[config.mk]
export PLATFORM = sky130hd
export DESIGN_NAME = klp32_lsu
export DESIGN_NICKNAME = d
export VERILOG_FILES = /design/src/rtl/klp32_lsu.sv
export SDC_FILE = /design/constraint.sdc
export NUM_CORES = 1
export LEC_CHECK = 0
export BUFFER_PORTS_ARGS = -buffer_cell sky130_fd_sc_hd__buf_2
export CORE_MARGIN = 4
export CORE_UTILIZATION = 50
export DETAILED_ROUTE_END_ITERATION = 10
export PLACE_DENSITY = 0.8
export SLEW_MARGIN = 20
export SYNTH_ARGS = -nofsm -noshare
export SYNTH_HDL_FRONTEND = slang
export SYNTH_SLANG_ARGS = --single-unit
[constraint.sdc]
create_clock -name clk -period 1.89 [get_ports clk]
set_input_delay 0.0945 -clock clk [delete_from_list [all_inputs] [get_ports clk]]
set_output_delay 0.0945 -clock clk [all_outputs]
set_load 0.1 [all_outputs]
[src/rtl/klp32_lsu.sv]
// klp32_lsu: single-outstanding RISC-V load/store unit between a core and a simple req/gnt memory port.
// Define KLP32_LSU_MISALIGN_TRAP_EN to fault misaligned accesses instead of rounding them down.
module klp32_lsu #(
  parameter int XLEN        = 32,
  parameter int ADDR_W      = 32,
  parameter int TIMEOUT_CYC = 255
) (
  input  logic              clk,
  input  logic              reset,
  input  logic              i_valid,
  output logic              o_ready,
  input  logic              i_we,
  input  logic [2:0]        i_funct3,
  input  logic [ADDR_W-1:0] i_addr,
  input  logic [XLEN-1:0]   i_wdata,
  output logic              o_done,
  output logic              o_err,
  output logic [XLEN-1:0]   o_rdata,
  output logic              o_mem_req,
  input  logic              i_mem_gnt,
  output logic [ADDR_W-1:0] o_mem_addr,
  output logic              o_mem_we,
  output logic [XLEN/8-1:0] o_mem_be,
  output logic [XLEN-1:0]   o_mem_wdata,
  input  logic              i_mem_rvalid,
  input  logic [XLEN-1:0]   i_mem_rdata
);

  localparam int NB    = XLEN / 8;
  localparam int OFF_W = $clog2(NB);
  localparam int CNT_W = $clog2(TIMEOUT_CYC + 2);
  localparam logic [CNT_W-1:0] TO_LAST = CNT_W'((TIMEOUT_CYC > 0) ? TIMEOUT_CYC - 1 : 0);

  localparam logic [1:0] S_IDLE = 2'd0;
  localparam logic [1:0] S_REQ  = 2'd1;
  localparam logic [1:0] S_WAIT = 2'd2;
  localparam logic [1:0] S_RESP = 2'd3;

  // Shift the addressed lanes down to bit 0, then sign/zero extend by access size.
  function automatic logic [XLEN-1:0] load_extend(input logic [XLEN-1:0] word,
                                                  input logic [OFF_W-1:0] off,
                                                  input logic [2:0]       f3);
    logic [XLEN-1:0] s;
    s = word >> {off, 3'b000};
    case (f3)
      3'b000:  load_extend = XLEN'($signed(s[7:0]));
      3'b001:  load_extend = XLEN'($signed(s[15:0]));
      3'b010:  load_extend = XLEN'($signed(s[31:0]));
      3'b100:  load_extend = XLEN'(s[7:0]);
      3'b101:  load_extend = XLEN'(s[15:0]);
      3'b110:  load_extend = XLEN'(s[31:0]);
      default: load_extend = s;
    endcase
  endfunction

  logic [1:0]        state_q, state_d;
  logic              ready_q, ready_d, done_q, done_d, err_q, err_d, req_q, req_d;
  logic [XLEN-1:0]   rdata_q, rdata_d, wdata_q, wdata_d;
  logic [CNT_W-1:0]  cnt_q, cnt_d;
  logic              we_q, we_d;
  logic [2:0]        f3_q, f3_d;
  logic [ADDR_W-1:0] addr_q, addr_d;
  logic [OFF_W-1:0]  off_q, off_d;
  logic [NB-1:0]     be_q, be_d;

  logic [OFF_W-1:0]  off_s, low_s, aoff_s;
  logic [NB-1:0]     size_be_s;
  logic              illegal_s, trap_s, to_hit_s;

  // Decode size, legality and lane offset of the incoming request.
  always_comb begin
    case (i_funct3[1:0])
      2'b00:   begin low_s = OFF_W'(0); size_be_s = NB'(8'h01); end
      2'b01:   begin low_s = OFF_W'(1); size_be_s = NB'(8'h03); end
      2'b10:   begin low_s = OFF_W'(3); size_be_s = NB'(8'h0F); end
      default: begin low_s = OFF_W'(7); size_be_s = NB'(8'hFF); end
    endcase
    off_s     = i_addr[OFF_W-1:0];
    aoff_s    = off_s & ~low_s;
    illegal_s = (i_funct3 == 3'b111) || (i_we && i_funct3[2]) ||
                ((XLEN == 32) && ((i_funct3 == 3'b011) || (i_funct3 == 3'b110)));
`ifdef KLP32_LSU_MISALIGN_TRAP_EN
    trap_s    = |(off_s & low_s);
`else
    trap_s    = 1'b0;
`endif
  end

  // Request FSM, timeout counter and response capture.
  always_comb begin
    state_d  = state_q;
    cnt_d    = cnt_q;
    err_d    = 1'b0;
    rdata_d  = rdata_q;
    we_d     = we_q;
    f3_d     = f3_q;
    addr_d   = addr_q;
    off_d    = off_q;
    be_d     = be_q;
    wdata_d  = wdata_q;
    to_hit_s = (TIMEOUT_CYC != 0) && (cnt_q == TO_LAST);
    case (state_q)
      S_IDLE: begin
        if (i_valid && ready_q) begin
          we_d    = i_we;
          f3_d    = i_funct3;
          addr_d  = {i_addr[ADDR_W-1:OFF_W], {OFF_W{1'b0}}};
          off_d   = aoff_s;
          be_d    = size_be_s << aoff_s;
          wdata_d = i_wdata << {aoff_s, 3'b000};
          cnt_d   = '0;
          if (illegal_s || trap_s) begin
            state_d = S_RESP;
            err_d   = 1'b1;
          end else begin
            state_d = S_REQ;
          end
        end else begin
          state_d = S_IDLE;
        end
      end
      S_REQ: begin
        cnt_d = cnt_q + CNT_W'(1);
        if (i_mem_gnt) begin
          state_d = we_q ? S_RESP : S_WAIT;
        end else if (to_hit_s) begin
          state_d = S_RESP;
          err_d   = 1'b1;
        end else begin
          state_d = S_REQ;
        end
      end
      S_WAIT: begin
        cnt_d = cnt_q + CNT_W'(1);
        if (i_mem_rvalid) begin
          rdata_d = load_extend(i_mem_rdata, off_q, f3_q);
          state_d = S_RESP;
        end else if (to_hit_s) begin
          state_d = S_RESP;
          err_d   = 1'b1;
        end else begin
          state_d = S_WAIT;
        end
      end
      S_RESP:  state_d = S_IDLE;
      default: state_d = S_IDLE;
    endcase
    ready_d = (state_d == S_IDLE);
    done_d  = (state_d == S_RESP);
    req_d   = (state_d == S_REQ);
  end

  // State registers with synchronous active-low reset.
  always_ff @(posedge clk) begin
    if (!reset) begin
      state_q <= S_IDLE;
      ready_q <= 1'b0;
      done_q  <= 1'b0;
      err_q   <= 1'b0;
      req_q   <= 1'b0;
      rdata_q <= '0;
      cnt_q   <= '0;
      we_q    <= 1'b0;
      f3_q    <= 3'b000;
      addr_q  <= '0;
      off_q   <= '0;
      be_q    <= '0;
      wdata_q <= '0;
    end else begin
      state_q <= state_d;
      ready_q <= ready_d;
      done_q  <= done_d;
      err_q   <= err_d;
      req_q   <= req_d;
      rdata_q <= rdata_d;
      cnt_q   <= cnt_d;
      we_q    <= we_d;
      f3_q    <= f3_d;
      addr_q  <= addr_d;
      off_q   <= off_d;
      be_q    <= be_d;
      wdata_q <= wdata_d;
    end
  end

  assign o_ready     = ready_q;
  assign o_done      = done_q;
  assign o_err       = err_q;
  assign o_rdata     = rdata_q;
  assign o_mem_req   = req_q;
  assign o_mem_addr  = addr_q;
  assign o_mem_we    = we_q;
  assign o_mem_be    = be_q;
  assign o_mem_wdata = wdata_q;

endmodule

==> metrics.md, run 1 <==
| Metric | Value |
|---|---|
| Worst slew pin tran | between 500 and 600 ps |
| Drt total wl | 17500 um |
| Post-synthesis cell type count | 57 |
| Hold Crit Start | i_wdata[1] |
| Slew headroom | 63.69% |
| WHS | 27.30 ps |
| Hold Path Depth | 3 |
| Synth area leaders | dfxtp_1 42%, nand2_1 8.3%, a21boi_0 7.0% |
| Hold Vio Cnt, Final | 0 |
| CTS clk-pin slew, worst paths | 50 ps |
| Crit Path Max Fanout | 5 |
| Post-synth ARST share | 0% |
| Period utilization | between 90 and 100% |
| Max frequency | 0.5548 GHz |
| IO Pins | 210 |
| CTS tree | done |
| Overflow after GRT | 0 |
| Area of the mapped netlist | 5674 um^2 |
| Minimum clock period | 1803 ps |
| Clk Latency, worst-skew pair | about 400 ps |
| Largest net degree at the start of global routing | 46 |
| Num Clock Sinks | 119 |
| Met2 WL | about 8600 um |
| Max-cap violations | 0 |
| Initial Utilization | 51.66% |
| GRT Overall Usage | a little over a quarter |
| Nets | just under 1000 |
| Syn Area/Cell | 9.050 um^2 |
| Root Buffer | clkbuf_16 |
| CTS Buffer Depth | 2 |
| CP cell instances | inv_1, ha_1, buf_4, nand2b_1, a211oi_2, xnor2_1, nor2_1 |
| Post-layout instance area | 7811 um^2 |
| Die width | 114.5 um |
| Worst reg-to-reg path cell count | 7 |
| Floorplan Core Area | 10980 um^2 |
| Number of synthesized flops with an enable pin | 0 |
| IO Port Bufs | 207 |
| FP Rows | 38 |
| Setup crit end kind | flop |
| Final Worst Setup Slack | 87.48 ps |
| Share of the synthesized area in the top cell type | 41.98% |
| Worst r2r src | state_q[0]$_SDFF_PN0_ |
| Antenna Cells | 0 |
| First-pass GRT wire length | 27710 um |
| Worst Path Arrival | roughly 2100 ps |
| Sequential share of the synthesized area | a little over two fifths |
| Remaining DRCs | 0 |
| Worst stage delay on the critical path | 370 ps |
| Yosys warns | 0 |
| Die H | 114.5 um |
| Synth Flop Type | dfxtp_1 |
| Slew Viols, Final | 0 |
| CP required | 2160 ps |
| Setup Skew | 5.889 ps |
| Highest routed metal layer | met4 |
| Most frequent cell after synthesis | nand2_1 |
| #FFs+latches synth | around 120 |
| Pre-CTS setup slack | -16.86 ps |
| Die Area | 13120 um^2 |
| Leak | 3.347 nW |
| DR vias | 5659 |
| Area Overhead vs Synth | 37.66% |
| Pwr dens | approximately 1100 nW/um^2 |
| Drt pass-1 iters | 4 |
| Share of layout cells above drive strength 1 | about a third |
| Cell taking the most area after synthesis | dfxtp_1 |
| HP Class | primary input to flop |
| Worst path slowest cell | dfxtp_1 |
| Drt initial violations | roughly 460 |
| Post-Route M1 WL | 7209 um |
| Routed len/inst | 17.31 um |
| Crit path kind | flop to flop |
| Met3 wire length | ~1200 um |
| Outcome | complete, no violations |
| RSZ-0062 raised after global routing | true |
| Gpl congestion | 0.9370 |
| Initial antenna violation count | 0 |
| Post-Syn Instances | 627 |
| Final ANT Viol Nets | 0 |
| Top cells by count, synth | 126 x nand2_1, 119 x dfxtp_1, 53 x a21boi_0, 50 x a21oi_1, 30 x o21ai_0 |
| Vias in the first global route | 5566 |
| H-tree depth | 4 |
| CP startpoint kind | flop |
| DP HPWL | 12400 um |
| Num CTS Buffers | 17 |
| Vias per cell | 5.597 |
| Peak VDD IR | 0.0006487 V |
| Setup Fix Bufs, Post-CTS | 0 |
| DP Area | between 6000 and 7000 um^2 |
| Final setup viols | 0 |
| Launch point of the critical path | state_q[0]$_SDFF_PN0_ |
per-layer routing:
| layer | track usage (%) | up-vias |
|---|---|---|
| met5 | 0 | - |
| met4 | 11.56 | 0 |
| met3 | 6.290 | 40 |
| met2 | 43.97 | 249 |
| met1 | 32.15 | 2693 |
| li1 | - | 2677 |
cells by family after synthesis:
logic type | after synthesis | synth area share, %
adder cells (fa/ha/maj) | 6 | 1.323
XOR/XNOR | 5 | 0.7717
flip-flops | 119 | 41.98
other | 1 | 0.06609
buffers and inverters | 57 | 5.027
AO/OA/AOI/OAI | 199 | 23.48
multiplexers | 51 | 11.91
AND/OR/NAND/NOR | 189 | 15.44
path summary, 6_finish.rpt:
check / end / slack, ps
worst max-delay path: cnt_q[6]$_SDFFE_PN0P_ / 90
worst max register to register: cnt_q[6]$_SDFFE_PN0P_ / 90
worst min register to register: o_mem_wdata[31]$_SDFFE_PN0P_ / 450
worst min-delay path: o_mem_wdata[1]$_SDFFE_PN0P_ / 30
cell type report:
| class | instances | area (um^2) |
|---|---|---|
| Sequential cell | 119 | 2384 |
| Clock buffer | 21 | 470.5 |
| Multi-Input combinational cell | 452 | 3035 |
| Tap cell | 140 | 175.2 |
| Timing Repair Buffer | 260 | 1569 |
| Inverter | 8 | 30.03 |
| Clock inverter | 11 | 147.6 |
| Fill cell | 815 | 3172 |
worst max-delay path: cells and delay by family, from the launching register on:
kind	cells	cell delay, ps
flip-flops	1	370
AO/OA/AOI/OAI	1	310
AND/OR/NAND/NOR	2	300
adder cells (fa/ha/maj)	1	260
buffers and inverters	2	250
XOR/XNOR	1	180
timing repair:
action	in CTS	in global routing
cloned	0	0
hold buffers	34	0
setup endpoints to repair	10	1
gates resized for setup	3	1
hold endpoints to repair	34	0
state kept, by name, summed over array words and instances (netlist names):
signal and cells:
cnt_q 9, f3_q 3, o_done 1, o_err 1, o_mem_addr 30, o_mem_be 4
o_mem_req 1, o_mem_wdata 32, o_mem_we 1, o_rdata 32, o_ready 1, off_q 2
state_q 2
report_power, final:
part / internal, mW / total [mW] / leakage (nW) / switching [mW]
logic: 0.577 / 2.36 / 2.09 / 1.78
registers: 2.68 / 2.79 / 0.965 / 0.111
clock network: 2.18 / 3.31 / 0.291 / 1.13
metrics by stage:
stage	util (%)	total power, mW	setup TNS [ps]	std cells
floorplan	-	4.606	0	628
global placement	62.24	5.060	0	945
detailed placement	62.24	5.109	-31.70	945
CTS	71.08	8.486	0	1011
global route	71.12	8.775	-4.307	1011
finish	71.12	8.457	0	1011
layout by cell type (no fill, tap or decap), types with 3 or more instances in the layout:
cell	count
dlygate4sd3_1	34
buf_2	207
clkbuf_8	3
dfxtp_1	118
and2_1	3
a21boi_0	53
ha_1	6
o2bb2ai_1	9
buf_4	15
inv_1	8
mux4_1	6
o21ai_0	29
a21oi_1	50
nor2b_1	24
nor2_1	11
a22oi_1	24
mux2_2	24
clkbuf_16	17
o211ai_1	8
a21boi_1	9
nand2_1	126
nand3_1	4
clkinvlp_4	4
bufinv_16	3
mux2i_1	18
mux4_2	3
xnor2_1	4
buf_12	4
Power figures use the tool's default switching activity.
==> run 2: changes to the inputs <==
--- a/config.mk
+++ b/config.mk
@@ -10,6 +10,7 @@
 export CORE_UTILIZATION = 50
 export DETAILED_ROUTE_END_ITERATION = 10
 export PLACE_DENSITY = 0.8
+export RECOVER_POWER = 100
 export SLEW_MARGIN = 20
 export SYNTH_ARGS = -nofsm -noshare
 export SYNTH_HDL_FRONTEND = slang
==> run 2 against run 1 <==
Net effect:
- first-iteration DRC count down 5.4%
- sequential power is essentially flat
- clock skew is 2.5 ps higher
- largest power group unchanged
- final cell count unchanged
- combinational power about the same
- critical endpoint unchanged
- largest cell class unchanged
- sequential share of layout area hardly changed
- wire length about the same
- count of clock-buffer cells in the layout did not move
- clock power hardly changed
- die area unchanged
==> metrics.md, run 2 (synthesized netlist as in run 1, its figures left out) <==
| Metric | Value |
|---|---|
| Outcome | complete, no violations |
| Period utilization | 95.54% (+0.17 points) |
| Die H | 114.5 um (unchanged) |
| CTS Buffer Depth | 2 (unchanged) |
| Worst Path Arrival | 2080 ps (about the same) |
| Slew Viols, Final | 0 (unchanged) |
| Die Area | 13120 um^2 (unchanged) |
| Launch point of the critical path | state_q[0]$_SDFF_PN0_ |
| IO Pins | 210 (unchanged) |
| Area Overhead vs Synth | 37.46% |
| TNS Setup | 0 ps (unchanged) |
| Drt pass-1 iters | 5 (+1) |
| Vias per cell | 5.638 (+0.72%) |
| Pwr dens | 1082 nW/um^2 (about the same) |
| Post-Place Cells | 945 (unchanged) |
| Die width | 114.5 um (unchanged) |
| Crit path buf inv count | 2 (unchanged) |
| Root Buffer | clkbuf_16 |
| Peak VDD IR | 0.0006472 V (-0.23%) |
| Routed len/inst | 17.32 um (about the same) |
| Crit Path Max Fanout | 5 (unchanged) |
| IO Port Bufs | 207 (unchanged) |
| Clk Latency, worst-skew pair | 400 ps (about the same) |
| Setup Fix Bufs, Post-CTS | 0 (unchanged) |
| CTS tree | done |
| DP HPWL | 12400 um (unchanged) |
| Most frequent cells in the layout | 126 x nand2_1, 118 x dfxtp_1, 105 x clkbuf_2 |
| Worst slew pin tran | 581.2 ps (+37.66 ps) |
| GRT Overall Usage | 26.31% (unchanged) |
| Final setup viols | 0 (unchanged) |
| Slew headroom | 61.42% (-2.3 points) |
| Reg2reg end | cnt_q[6]$_SDFFE_PN0P_ |
| Crit. path cell count | 7 (unchanged) |
| Number of fill cells | 819 (+0.49%) |
| Max frequency | 0.5538 GHz (-0.18%) |
| Gpl congestion | 0.9370 (unchanged) |
| Setup crit end kind | flop |
| Non-Filler Instances | 1011 (unchanged) |
| Nets | 969 (unchanged) |
| Hold Vio Cnt, Final | 0 (unchanged) |
| Vias in the first global route | 5566 (unchanged) |
| Overflow after GRT | 0 (unchanged) |
| Initial antenna violation count | 0 (unchanged) |
| Max-cap violations | 0 (unchanged) |
| CTS clk-pin slew, worst paths | 50 ps (about the same) |
| Minimum clock period | 1806 ps (+3.259 ps) |
| Antenna Cells | 0 (unchanged) |
| Final ANT Viol Nets | 0 (unchanged) |
| Worst reg-to-reg path cell count | 7 (unchanged) |
| RSZ-0062 raised after global routing | true |
| Worst path slowest cell | dfxtp_1 |
| Commonest non-fill, non-tap cell in the layout | nand2_1 |
| Global Route met3 Usage | 6.290% (unchanged) |
| HP Class | primary input to flop |
| Leak | 3.250 nW (-2.9%) |
| Floorplan Core Area | 10980 um^2 (unchanged) |
| Crit path kind | flop to flop |
| CP cell instances | inv_1, ha_1, buf_4, nand2b_1, a211oi_2, xnor2_1, nor2_1 |
| Worst stage delay on the critical path | 380 ps (about the same) |
| CP required | 2170 ps (about the same) |
| CP endpoint | cnt_q[6]$_SDFFE_PN0P_ |
| Setup Skew | 8.339 ps (+2.450 ps) |
| Met2 Usage GRT | 43.97% (unchanged) |
| Num CTS Buffers | 17 (unchanged) |
| DR vias | 5700 (+0.72%) |
| CP startpoint kind | flop |
| CP delay by family, top | flip-flops |
| Drt initial violations | 437 (-5.4%) |
| Num Clock Sinks | 119 (unchanged) |
| Largest net degree at the start of global routing | 46 (unchanged) |
| Most Crowded Layer GR | met2 |
| Remaining DRCs | 0 (unchanged) |
| FP Rows | 38 (unchanged) |
| R2R setup slack | 80 ps (about the same) |
| Share of layout cells above drive strength 1 | 33.98% (-0.23 points) |
| First-pass GRT wire length | 27710 um (unchanged) |
| Hold Path Depth | 3 (unchanged) |
| Initial Utilization | 51.66% (unchanged) |
| H-tree depth | 4 (unchanged) |
| Worst r2r src | state_q[0]$_SDFF_PN0_ |
| Drt total wl | 17510 um (about the same) |
| Met1 Track Usage GR | 32.15% (unchanged) |
run 2: worst min-delay path by stage:
stage | start | end
after floorplan | i_funct3[0] | f3_q[0]$_SDFFE_PN0P_
after global placement | i_addr[9] | o_mem_addr[9]$_SDFFE_PN0P_
after detailed placement | i_addr[21] | o_mem_addr[21]$_SDFFE_PN0P_
after CTS | i_wdata[1] | o_mem_wdata[1]$_SDFFE_PN0P_
after global routing | i_wdata[5] | o_mem_wdata[5]$_SDFFE_PN0P_
final | i_wdata[3] | o_mem_wdata[3]$_SDFFE_PN0P_
run 2: metrics by stage:
| step | cell area [um^2] | worst slack (ps) | utilization (%) | hold WS (ps) | power [mW] |
|---|---|---|---|---|---|
| 3_3_place_gp | 6835 | 131.2 | 62.24 | 344.8 | 5.060 |
| 4_1_cts | 7806 | 17.23 | 71.08 | 7.762 | 8.486 |
| 2_1_floorplan | 5679 | 94.30 | - | 239.4 | 4.606 |
| 5_1_grt | 7800 | -4.307 | 71.02 | 49.70 | 8.765 |
| 3_5_place_dp | 6835 | -16.86 | 62.24 | 358.1 | 5.109 |
| 6_report | 7800 | 84.22 | 71.02 | 29.66 | 8.443 |
run 2: power breakdown:
| group | leakage, nW | total, mW | internal (mW) | switching, mW |
|---|---|---|---|---|
| Combinational | 1.99 | 2.34 | 0.564 | 1.78 |
| Clock | 0.291 | 3.30 | 2.18 | 1.13 |
| Sequential | 0.965 | 2.80 | 2.68 | 0.117 |
| Total | 3.25 | 8.44 | 5.42 | 3.02 |
run 2: worst min-delay path, delay by kind of cell:
kind                   cells  cell delay [ps]
and+or+nand+nor            1              100
AOI/OAI and AO/OA          1               70
buffers and inverters      1              120
run 2: layout make-up:
cell class | instances | area (um^2) | area share, %
Sequential cell | 119 | 2384 | 30.56
Multi-Input combinational cell | 452 | 3030 | 38.85
Tap cell | 140 | 175.2 | 2.246
Timing Repair Buffer | 260 | 1563 | 20.04
Clock buffer | 21 | 470.5 | 6.031
Clock inverter | 11 | 147.6 | 1.893
Inverter | 8 | 30.03 | 0.3850
run 2: per-layer routing:
layer | up-vias | wire length, um
met5 | - | 0
met4 | 0 | 454
met3 | 38 | 1187
met2 | 240 | 8641
met1 | 2743 | 7224
li1 | 2679 | -
run 2: repair_timing:
action | in CTS | in global routing
resized for setup | 3 | 1
hold endpoints to repair | 34 | 0
hold buffers | 34 | 0
endpoints found under the setup margin | 10 | 1
